<file path="src/rtl/gig_eth_tx_frame_gen_if.sv">
`default_nettype none
// ---------------------------------------------------------------------------
// gig_eth_tx_frame_gen_if : MAC TX client byte stream (data/valid/ack)
// Revision: 1.0
// ---------------------------------------------------------------------------
interface gig_eth_tx_frame_gen_if;
  logic [7:0] mac_tx_data;
  logic       mac_tx_dvld;
  logic       mac_tx_underrun;
  logic       mac_tx_ack;

  modport master (
    output mac_tx_data,
    output mac_tx_dvld,
    output mac_tx_underrun,
    input  mac_tx_ack
  );

  modport slave (
    input  mac_tx_data,
    input  mac_tx_dvld,
    input  mac_tx_underrun,
    output mac_tx_ack
  );
endinterface
`default_nettype wire

</file>
<file path="src/rtl/gig_eth_tx_frame_gen.sv">
`default_nettype none
// ---------------------------------------------------------------------------
// gig_eth_tx_frame_gen : delay-measurement test-frame source for the MAC TX port
//   (DA | SA | EtherType | seq | timestamp | pad). Option: GEN_PRBS_PAYLOAD_EN.
// Revision: 1.0
// ---------------------------------------------------------------------------
module gig_eth_tx_frame_gen #(
  parameter logic [47:0] DST_MAC   = 48'hFFFF_FFFF_FFFF,
  parameter logic [47:0] SRC_MAC   = 48'h0002_0304_0506,
  parameter logic [15:0] ETHERTYPE = 16'h88B5,
  parameter int          MIN_LEN   = 60,
  parameter int          MAX_LEN   = 1514
) (
  input  wire logic                  tx_clk,
  input  wire logic                  reset,
  input  wire logic                  gen_en,
  input  wire logic [13:0]           gen_len,
  input  wire logic [15:0]           gen_ifg,
  input  wire logic [31:0]           gen_count,
  gig_eth_tx_frame_gen_if.master     mac,
  output logic                       gen_busy,
  output logic                       gen_done,
  output logic [31:0]                gen_frames_sent
);

  localparam logic [2:0] c_IDLE     = 3'd0;
  localparam logic [2:0] c_WAIT_ACK = 3'd1;
  localparam logic [2:0] c_SEND     = 3'd2;
  localparam logic [2:0] c_IFG      = 3'd3;
  localparam logic [2:0] c_DONE     = 3'd4;

  localparam logic [10:0] c_MIN_LEN = 11'(MIN_LEN);
  localparam logic [10:0] c_MAX_LEN = 11'(MAX_LEN);
  localparam logic [10:0] c_PAD_IDX = 11'd22;

  logic [2:0]   state_q, state_d;
  logic [10:0]  idx_q, idx_d;
  logic [10:0]  len_q, len_d;
  logic [15:0]  ifg_q, ifg_d;
  logic [31:0]  seq_q, seq_d;
  logic [31:0]  frames_q, frames_d;
  logic [31:0]  ts_ctr_q;
  logic [31:0]  ts_q, ts_d;
  logic         clr_pend_q, clr_pend_d;

  logic [10:0]  w_len_clamped;
  logic [31:0]  w_frames_inc;
  logic [31:0]  w_frames_chk;
  logic         w_last;
  logic         w_dvld;
  logic [7:0]   w_pad;
  logic [7:0]   w_data;
  logic [175:0] w_hdr;
  logic [4:0]   w_hidx;

  always_comb begin
    w_len_clamped = gen_len[10:0];
    if (gen_len < 14'(MIN_LEN)) begin
      w_len_clamped = c_MIN_LEN;
    end else if (gen_len > 14'(MAX_LEN)) begin
      w_len_clamped = c_MAX_LEN;
    end
  end

  assign w_frames_inc = (frames_q == 32'hFFFF_FFFF) ? frames_q : frames_q + 32'd1;
  // The run-end test in SEND (zero IFG) must see the count including this frame.
  assign w_frames_chk = (state_q == c_SEND) ? w_frames_inc : frames_q;
  assign w_last       = (idx_q == len_q - 11'd1);

  always_comb begin
    state_d    = state_q;
    idx_d      = idx_q;
    len_d      = len_q;
    ifg_d      = ifg_q;
    seq_d      = seq_q;
    frames_d   = frames_q;
    ts_d       = ts_q;
    clr_pend_d = clr_pend_q;

    case (state_q)
      c_IDLE: begin
        if (gen_en) begin
          state_d = c_WAIT_ACK;
          len_d   = w_len_clamped;
          idx_d   = '0;
          if (clr_pend_q) begin
            seq_d      = '0;
            frames_d   = '0;
            clr_pend_d = 1'b0;
          end
        end
      end
      c_WAIT_ACK: begin
        if (mac.mac_tx_ack) begin
          ts_d    = ts_ctr_q;
          idx_d   = 11'd1;
          state_d = c_SEND;
        end
      end
      c_SEND, c_IFG: begin
        if (state_q == c_SEND) begin
          idx_d = idx_q + 11'd1;
        end else begin
          ifg_d = ifg_q - 16'd1;
        end
        if ((state_q == c_SEND && w_last) || (state_q == c_IFG && ifg_q <= 16'd1)) begin
          if (state_q == c_SEND) begin
            seq_d    = seq_q + 32'd1;
            frames_d = w_frames_inc;
          end
          if (state_q == c_SEND && gen_ifg != 16'd0) begin
            ifg_d   = gen_ifg;
            state_d = c_IFG;
          end else if (gen_count != 32'd0 && w_frames_chk == gen_count) begin
            state_d = c_DONE;
          end else if (gen_en) begin
            state_d = c_WAIT_ACK;
            len_d   = w_len_clamped;
            idx_d   = '0;
          end else begin
            state_d = c_IDLE;
          end
        end
      end
      c_DONE: begin
        if (!gen_en) begin
          state_d    = c_IDLE;
          clr_pend_d = 1'b1;
        end
      end
      default: state_d = c_IDLE;
    endcase
  end

  always_ff @(posedge tx_clk or posedge reset) begin
    if (reset) begin
      state_q    <= c_IDLE;
      idx_q      <= '0;
      len_q      <= c_MIN_LEN;
      ifg_q      <= '0;
      seq_q      <= '0;
      frames_q   <= '0;
      ts_ctr_q   <= '0;
      ts_q       <= '0;
      clr_pend_q <= 1'b0;
    end else begin
      state_q    <= state_d;
      idx_q      <= idx_d;
      len_q      <= len_d;
      ifg_q      <= ifg_d;
      seq_q      <= seq_d;
      frames_q   <= frames_d;
      ts_ctr_q   <= ts_ctr_q + 32'd1;
      ts_q       <= ts_d;
      clr_pend_q <= clr_pend_d;
    end
  end

`ifdef GEN_PRBS_PAYLOAD_EN
  logic [6:0] lfsr_q, lfsr_d;
  logic [6:0] w_prbs_state;
  logic [7:0] w_prbs_byte;
  logic       w_prbs_bit;

  // Each pad byte is the eight x^7+x^6+1 output bits of one step, earliest bit in the MSB.
  always_comb begin
    w_prbs_state = lfsr_q;
    w_prbs_byte  = '0;
    w_prbs_bit   = 1'b0;
    for (int b = 0; b < 8; b++) begin
      w_prbs_bit   = w_prbs_state[6] ^ w_prbs_state[5];
      w_prbs_byte  = {w_prbs_byte[6:0], w_prbs_bit};
      w_prbs_state = {w_prbs_state[5:0], w_prbs_bit};
    end
  end

  always_comb begin
    lfsr_d = lfsr_q;
    if (state_q == c_WAIT_ACK) begin
      lfsr_d = 7'h7F;
    end else if (state_q == c_SEND && idx_q >= c_PAD_IDX) begin
      lfsr_d = w_prbs_state;
    end
  end

  always_ff @(posedge tx_clk or posedge reset) begin
    if (reset) begin
      lfsr_q <= 7'h7F;
    end else begin
      lfsr_q <= lfsr_d;
    end
  end

  assign w_pad = w_prbs_byte;
`else
  assign w_pad = 8'h00;
`endif

  assign w_dvld = (state_q == c_WAIT_ACK) || (state_q == c_SEND);
  assign w_hdr  = {DST_MAC, SRC_MAC, ETHERTYPE, seq_q, ts_q};
  assign w_hidx = 5'd21 - idx_q[4:0];

  always_comb begin
    w_data = 8'h00;
    if (w_dvld) begin
      if (idx_q < c_PAD_IDX) begin
        w_data = w_hdr[{w_hidx, 3'b000} +: 8];
      end else begin
        w_data = w_pad;
      end
    end
  end

  assign mac.mac_tx_data     = w_data;
  assign mac.mac_tx_dvld     = w_dvld;
  assign mac.mac_tx_underrun = 1'b0;
  assign gen_busy            = (state_q != c_IDLE) && (state_q != c_DONE);
  assign gen_done            = (state_q == c_DONE);
  assign gen_frames_sent     = frames_q;

endmodule
`default_nettype wire
</file>
<file path="src/flat_wrapper.sv">
// flat-port wrapper written by rule: the top's interface ports become plain ports
module gig_eth_tx_frame_gen_flat 
#(
  parameter logic [47:0] DST_MAC   = 48'hFFFF_FFFF_FFFF,
  parameter logic [47:0] SRC_MAC   = 48'h0002_0304_0506,
  parameter logic [15:0] ETHERTYPE = 16'h88B5,
  parameter int          MIN_LEN   = 60,
  parameter int          MAX_LEN   = 1514
)
  (tx_clk, reset, gen_en, gen_len, gen_ifg, gen_count, gen_busy, gen_done, gen_frames_sent, mac_mac_tx_data, mac_mac_tx_dvld, mac_mac_tx_underrun, mac_mac_tx_ack);
  gig_eth_tx_frame_gen_if mac_i ();
  input  wire logic tx_clk;
  input  wire logic reset;
  input  wire logic gen_en;
  input  wire logic [13:0] gen_len;
  input  wire logic [15:0] gen_ifg;
  input  wire logic [31:0] gen_count;
  output logic gen_busy;
  output logic gen_done;
  output logic [31:0] gen_frames_sent;
  output wire logic [$bits(mac_i.mac_tx_data)-1:0] mac_mac_tx_data;
  output wire logic [$bits(mac_i.mac_tx_dvld)-1:0] mac_mac_tx_dvld;
  output wire logic [$bits(mac_i.mac_tx_underrun)-1:0] mac_mac_tx_underrun;
  input wire logic [$bits(mac_i.mac_tx_ack)-1:0] mac_mac_tx_ack;
  assign mac_mac_tx_data = mac_i.mac_tx_data;
  assign mac_mac_tx_dvld = mac_i.mac_tx_dvld;
  assign mac_mac_tx_underrun = mac_i.mac_tx_underrun;
  assign mac_i.mac_tx_ack = mac_mac_tx_ack;
  gig_eth_tx_frame_gen #(.DST_MAC(DST_MAC), .SRC_MAC(SRC_MAC), .ETHERTYPE(ETHERTYPE), .MIN_LEN(MIN_LEN), .MAX_LEN(MAX_LEN)) u_core (.tx_clk(tx_clk), .reset(reset), .gen_en(gen_en), .gen_len(gen_len), .gen_ifg(gen_ifg), .gen_count(gen_count), .mac(mac_i), .gen_busy(gen_busy), .gen_done(gen_done), .gen_frames_sent(gen_frames_sent));
endmodule
</file>
<file path="config.mk">
export PLATFORM = sky130hd
export DESIGN_NAME = gig_eth_tx_frame_gen_flat
export DESIGN_NICKNAME = d
export VERILOG_FILES = /design/src/rtl/gig_eth_tx_frame_gen_if.sv /design/src/rtl/gig_eth_tx_frame_gen.sv /design/src/flat_wrapper.sv
export SDC_FILE = /design/constraint.sdc
export NUM_CORES = 1
export LEC_CHECK = 0
export BUFFER_PORTS_ARGS = -buffer_cell sky130_fd_sc_hd__buf_2
export CORE_MARGIN = 8
export CORE_UTILIZATION = 41
export DETAILED_ROUTE_END_ITERATION = 10
export PLACE_DENSITY_LB_ADDON = 0.25
export SLEW_MARGIN = 20
export SYNTH_ARGS = -nofsm -noshare
export SYNTH_HDL_FRONTEND = slang
export SYNTH_SLANG_ARGS = --single-unit
</file>
<file path="constraint.sdc">
create_clock -name tx_clk -period 7.75 [get_ports tx_clk]
set_input_delay 1.1625 -clock tx_clk [delete_from_list [all_inputs] [get_ports tx_clk]]
set_output_delay 1.1625 -clock tx_clk [all_outputs]
set_load 0.02 [all_outputs]
</file>
==> results of run 1 <==
-- cells by family (layout without fill, tap and decap cells) --
logic type      count (synthesis)  after routing  share of synthesized area
mux                            68             68                     0.0875
fa+ha+maj                      12             12                     0.0136
flops                         170            170                      0.386
other cells                     1              1                   0.000340
simple gates                  492            492                      0.241
buf+inv                       112            194                     0.0427
xor+xnor                      114            114                     0.0906
compound gates                239            239                      0.138
-- per-stage QoR --
| step | instance area [µm²] | total power (W) | std cells | setup slack, ns | hold slack, ns |
|---|---|---|---|---|---|
| 6_report | 12400 | 0.00320 | 1631 | 3.02 | 0.482 |
| 5_1_grt | 12400 | 0.00339 | 1631 | 2.61 | 0.503 |
| 4_1_cts | 12400 | 0.00321 | 1631 | 3.00 | 0.482 |
| 3_5_place_dp | 11800 | 0.00230 | 1599 | 3.03 | 0.463 |
| 3_3_place_gp | 11800 | 0.00230 | 1599 | 3.21 | 0.458 |
| 2_1_floorplan | 11000 | 0.00196 | 1208 | 1.99 | 0.440 |
-- synthesized netlist by cell type, types with 4 or more instances --
library cell	count
o211ai_1	6
nor2_1	116
or3_1	19
nor4b_1	6
o31ai_1	25
inv_1	41
nand2b_1	12
mux4_2	18
mux2i_1	12
nor3b_1	5
clkbuf_1	45
dfstp_2	4
nand2_1	92
o22ai_1	12
and3_1	23
nor3_2	4
o21ai_0	61
a31oi_1	20
nand4b_1	5
a21oi_1	69
a21o_1	4
nor2b_1	7
and2_1	11
o41ai_1	4
nor3_1	27
nand3_1	52
xnor2_1	55
nor4_1	28
and4_1	13
xor2_1	59
buf_2	19
mux2_2	35
or4_1	10
dfrtp_1	166
nand4_1	38
ha_1	12
-- registers in the layout, indices dropped and copies added, names as in the netlist --
name,count
u_core.ts_q,32
u_core.gen_frames_sent,32
u_core.seq_q,32
u_core.state_q,3
u_core.ts_ctr_q,32
u_core.idx_q,11
u_core.ifg_q,16
u_core.len_q,11
u_core.clr_pend_q,1
-- layout make-up --
| class | instances | area, µm² | share of cell area |
|---|---|---|---|
| timing repair buffer | 121 | 638 | 0.0514 |
| tap | 341 | 427 | 0.0344 |
| clock buffer | 17 | 425 | 0.0343 |
| sequential | 170 | 4260 | 0.343 |
| multi-input combinational | 926 | 6320 | 0.509 |
| inverter | 41 | 159 | 0.0128 |
| clock inverter | 15 | 184 | 0.0148 |
-- where the power goes --
part	switching, W	leakage [nW]	internal (W)	total [W]
clock	0.000411	0.301	0.000489	0.000900
combinational	0.000770	3.04	0.000479	0.00125
sequential	0.0000933	2.06	0.000957	0.00105
total	0.00127	5.40	0.00193	0.00320
-- metal layers --
metal | vias up | global-route usage
met4 | 0 | 0.0443
met1 | 4702 | 0.277
met3 | 23 | 0.0379
met2 | 283 | 0.307
li1 | 4559 | -
met5 | - | 0
-- cell usage in the layout, fill, tap and decap left out, drive strengths merged, types with 11 or more instances in the layout --
cell / n
and4: 13
a21oi: 69
nor2: 116
nand3: 54
nor4: 29
o31ai: 26
nand2: 92
xor2: 59
nor3: 33
and2: 11
mux2: 38
inv: 48
nand4: 41
or3: 19
or4: 11
and3: 23
dfrtp: 166
o22ai: 12
a31oi: 21
clkbuf: 17
o21ai: 63
mux4: 18
buf: 121
ha: 12
nand2b: 12
mux2i: 12
xnor2: 55
-- worst max-delay path, stage by stage, from the launching register on --
cell and delay (ns):
dfrtp_1 0.49, ha_1 0.32, nand3_2 0.23, nor3_4 0.47, and3_1 0.70, nor2_1 0.37, o31ai_1 0.35, and4b_1 0.24
nand4_2 0.21, o31ai_4 0.64, nor3_4 0.22, mux2_4 0.35
-- path summary, 6_finish.rpt --
path,end,slack (ns),depth (start not counted)
max,u_core.len_q[10],3.02,11
min,u_core.ts_ctr_q[31],0.48,1
max reg2reg,u_core.len_q[10],3.02,11
min reg2reg,u_core.ts_ctr_q[31],0.48,1
max in group asynchronous,u_core.clr_pend_q,5.34,3
min in group asynchronous,u_core.gen_frames_sent[7],0.93,2
==> metrics.yaml, run 1 <==
synth_edf_count: 0
worstSetupStartpointType: "register"
met1_length_um: 14900
die_area_mm2: 0.0324
met2_wirelength_from_detailed_routing_um: 14600
run_status: "complete, no violations"
dr_wl_met3_um: 1670
synth_top_cell_by_area: "dfrtp_1"
synth_cell_type_count: 80
clkTransAtPathRegs_ns: 0.07
ios: 110
max_slew.worst_pin.slew_ns: 1.02
largest_net_degree_at_the_start_of_global_routing: 100
first_global_vias: 9355
antennaDiodeCount: 0
synth_top_cells_by_area: "dfrtp_1 38%, xor2_1 4.7%, xnor2_1 4.4%, nor2_1 4.0%, mux4_2 3.7%"
drt-wirelength-per-cell_um: 19.3
slew-limit-headroom: 0.320
crit-reg2reg-launch: "u_core.gen_frames_sent[1]"
router_iterations_before_antenna_repair: 5
gp_congestion: 0.944
clk_root_buffer_cell: "clkbuf_16"
holdBufCountCts: 0
ys_seq_elements: 170
worst_clock_skew_ns: 0.0126
cts-htree-levels: 4
grt_first_pass_wirelength_um: 52300
ctsLongestPathBuffers: 2
fin_crit_ns: 4.73
cts.repair.resized: 0
postCtsSetupRepairBufs: 0
timing_hold_violations_final: 0
fp.dieH_um: 180
antenna_found_initial: 0
cts_tree: "yes"
synth_async_sr_flop_share: 1.00
dpl.hpwl_um: 22500
worst_hold_path_type: "register to register"
report.final.setup_viol: 0
globalRouteTotalUtil: 0.196
overflow: 0
syn-mean-instance-area_um2: 9.13
floorplan.initialDensity: 0.414
cts_made_buffers: 17
drc_violation_total_after_the_first_tritonroute_iteration: 1085
port-buffer-count: 108
fmaxAchievable_ghz: 0.211
utilization: 0.466
postSynth.topFlopCell: "dfrtp_1"
slew_viol_final: 0
clock_latency_ns: 0.44
setup-tns-final_ns: 0
area_growth_pct: 12.6
synthesized_area_mm2: 0.0110
power.ir.vdd_worst_mv: 0.195
drtAntennaViolNets: 0
crit_path_max_fanout: 19
yosysSeqAreaShare: 0.386
leak_nw: 5.40
num_vias: 9567
timing.critical_path.arrival_ns: 5.05
nets_in_the_synthesized_netlist: 1286
placementRows: 60
postSynthCellCount: 1208
unrepaired_setup_endpoints_after_global_routing: "no"
ys_warn_count: 0
yosys.area.top_type_share: 0.377
critical_path_class: "register to register"
timing.critical_path.to_type: "register"
clock_sinks: 170
coreArea_mm2: 0.0267
maxCapViolCount: 0
floorplan.die.width_um: 180
timing.final.crit_share: 0.611
topRoutingLayerUsed: "met4"
drive_gt1_frac: 0.190
critical_path.startpoint: "u_core.gen_frames_sent[1]"
total_of_fill_cells_in_the_finished_design: 2577
vias_per_cell: 5.87
timing.hold.worst.start: "u_core.ts_ctr_q[31]"
cp_data_required_time_ns: 8.07
power.density_cell_area_mw_per_mm2: 258
drcViolationCount: 0
routed_wl_um: 31500
nNetsFinal: 1355
Note: power is estimated with default switching activity, not from simulation.
==> run 2: changes to the inputs <==
==> constraint.sdc (replaced) <==
create_clock -name tx_clk -period 3.85 [get_ports tx_clk]
set_input_delay 0.5775 -clock tx_clk [delete_from_list [all_inputs] [get_ports tx_clk]]
set_output_delay 0.5775 -clock tx_clk [all_outputs]
set_load 0.02 [all_outputs]
==> metrics.yaml, run 2 (synthesis gave the netlist of run 1 again) <==
utilization: 0.483
area_growth_pct: 16.7
floorplan.initialDensity: 0.414
layout.area.seq_mm2: 0.00426
worst_slack_ns: 0.136
placementRows: 60
overflow: 0
routed_wl_um: 32000
critical_path_class: "register to register"
commonest_non_fill_non_tap_cell_in_the_layout: "dfrtp_1"
power.ir.vdd_worst_mv: 0.471
port-buffer-count: 108
drt-wirelength-per-cell_um: 19.0
vias_per_cell: 5.90
slew_viol_final: 0
drtAntennaViolNets: 0
die_area_mm2: 0.0324
clock_latency_ns: 0.44
floorplan.die.width_um: 180
clkTransAtPathRegs_ns: 0.08
timing.critical_path.arrival_ns: 4.06
ctsLongestPathBuffers: 2
multi_input_logic_area_mm2: 0.00635
report.final.setup_viol: 0
dpl-instance-area_mm2: 0.0122
postCtsSetupRepairBufs: 0
ios: 110
cts-htree-levels: 4
worst_clock_skew_ns: 0.0191
mostFrequentLayoutCells: "166 x dfrtp_1, 116 x nor2_1, 108 x buf_2"
cp_data_required_time_ns: 4.20
fp.dieH_um: 180
gp_congestion: 1.01
timing.critical_path.to_type: "register"
clock_sinks: 170
power.density_cell_area_mw_per_mm2: 506
dpl.hpwl_um: 23500
total_of_fill_cells_in_the_finished_design: 2515
grt_first_pass_wirelength_um: 51800
router_iterations_before_antenna_repair: 5
drcViolationCount: 0
leak_nw: 5.65
clk_root_buffer_cell: "clkbuf_16"
slew-limit-headroom: 0.370
unrepaired_setup_endpoints_after_global_routing: "no"
first_global_vias: 9445
final_cell_count_no_fill: 1688
fin_crit_ns: 3.71
crit_path_max_fanout: 16
fmaxAchievable_ghz: 0.269
timing.final.crit_share: 0.965
globalRouteTotalUtil: 0.195
drc_violation_total_after_the_first_tritonroute_iteration: 1001
worstSetupStartpointType: "register"
antenna_found_initial: 0
coreArea_mm2: 0.0267
maxCapViolCount: 0
cts_tree: "yes"
largest_net_degree_at_the_start_of_global_routing: 112
antennaDiodeCount: 0
run_status: "complete, no violations"
postLayoutCellArea_mm2: 0.0129
num_vias: 9954
drive_gt1_frac: 0.226
max_slew.worst_pin.slew_ns: 0.945
dp_cells: 1656
cts_made_buffers: 17
worst_hold_path_type: "input pin to asynchronous set/reset pin"
dp_worst_setup_slack_ns: -0.197
nNetsFinal: 1412
timing_hold_violations_final: 0
==> run 2: cell types whose count changed in the layout (fill, tap and decap cells not counted), moves of 2 or more <==
cell / change
buf_4: +56
inv_6: -4
inv_8: +4
bufinv_16: -2
==> run 2: worst paths after layout <==
kind | from | endpoint | slack, ns | depth (start not counted)
max | u_core.gen_frames_sent[29] | u_core.idx_q[4] | 0.14 | 11
min | reset | u_core.gen_frames_sent[7] | 0.15 | 2
max reg2reg | u_core.gen_frames_sent[29] | u_core.idx_q[4] | 0.14 | 11
min reg2reg | u_core.ts_ctr_q[31] | u_core.ts_ctr_q[31] | 0.48 | 1
max in group asynchronous | reset | u_core.ifg_q[9] | 2.76 | 3
min in group tx_clk | gen_len[0] | u_core.len_q[0] | 0.37 | 2
==> run 2: per-stage QoR <==
stage	total power, W	setup TNS (ns)	hold slack, ns
finish	0.00650	0	0.152
detailed placement	0.00477	-0.951	0.461
floorplan	0.00395	0	0.440
global route	0.00685	0	0.180
global placement	0.00474	-0.237	0.460
CTS	0.00651	0	0.166
==> run 2: final cells by class <==
cell class / instances / area share
multi-input combinational: 926 / 0.494
sequential: 170 / 0.331
timing repair buffer: 178 / 0.0839
tap: 341 / 0.0332
clock buffer: 17 / 0.0331
clock inverter: 15 / 0.0124
inverter: 41 / 0.0123
==> run 2: repair_timing <==
item	in CTS	in global routing
resized for setup	1	5
hold buffers	0	0
setup endpoints to repair	12	25
==> run 2: report_power, final <==
| group | switching, W | leakage, nW | internal, W |
|---|---|---|---|
| sequential | 0.000147 | 2.06 | 0.00193 |
| combinational | 0.00165 | 3.31 | 0.00106 |
| clock | 0.000849 | 0.290 | 0.000869 |
==> run 2: metal layers <==
layer / GRT usage / up-vias / part of all wire
met5: 0 / - / 0
met4: 0.0644 / 0 / 0.022
met3: 0.0383 / 61 / 0.061
met2: 0.301 / 367 / 0.46
met1: 0.272 / 4853 / 0.46
li1: - / 4673 / -
==> run 2: critical path, cell delays in order, from the launching register on <==
cell and delay [ns]:
dfrtp_1 0.52, nand4_1 0.28, nor3_4 0.38, and3_2 0.42, nor3_1 0.12, xnor2_1 0.17
nor4_1 0.49, nand4_2 0.25, o31ai_4 0.32, buf_4 0.26, or2b_1 0.24, a31oi_1 0.17
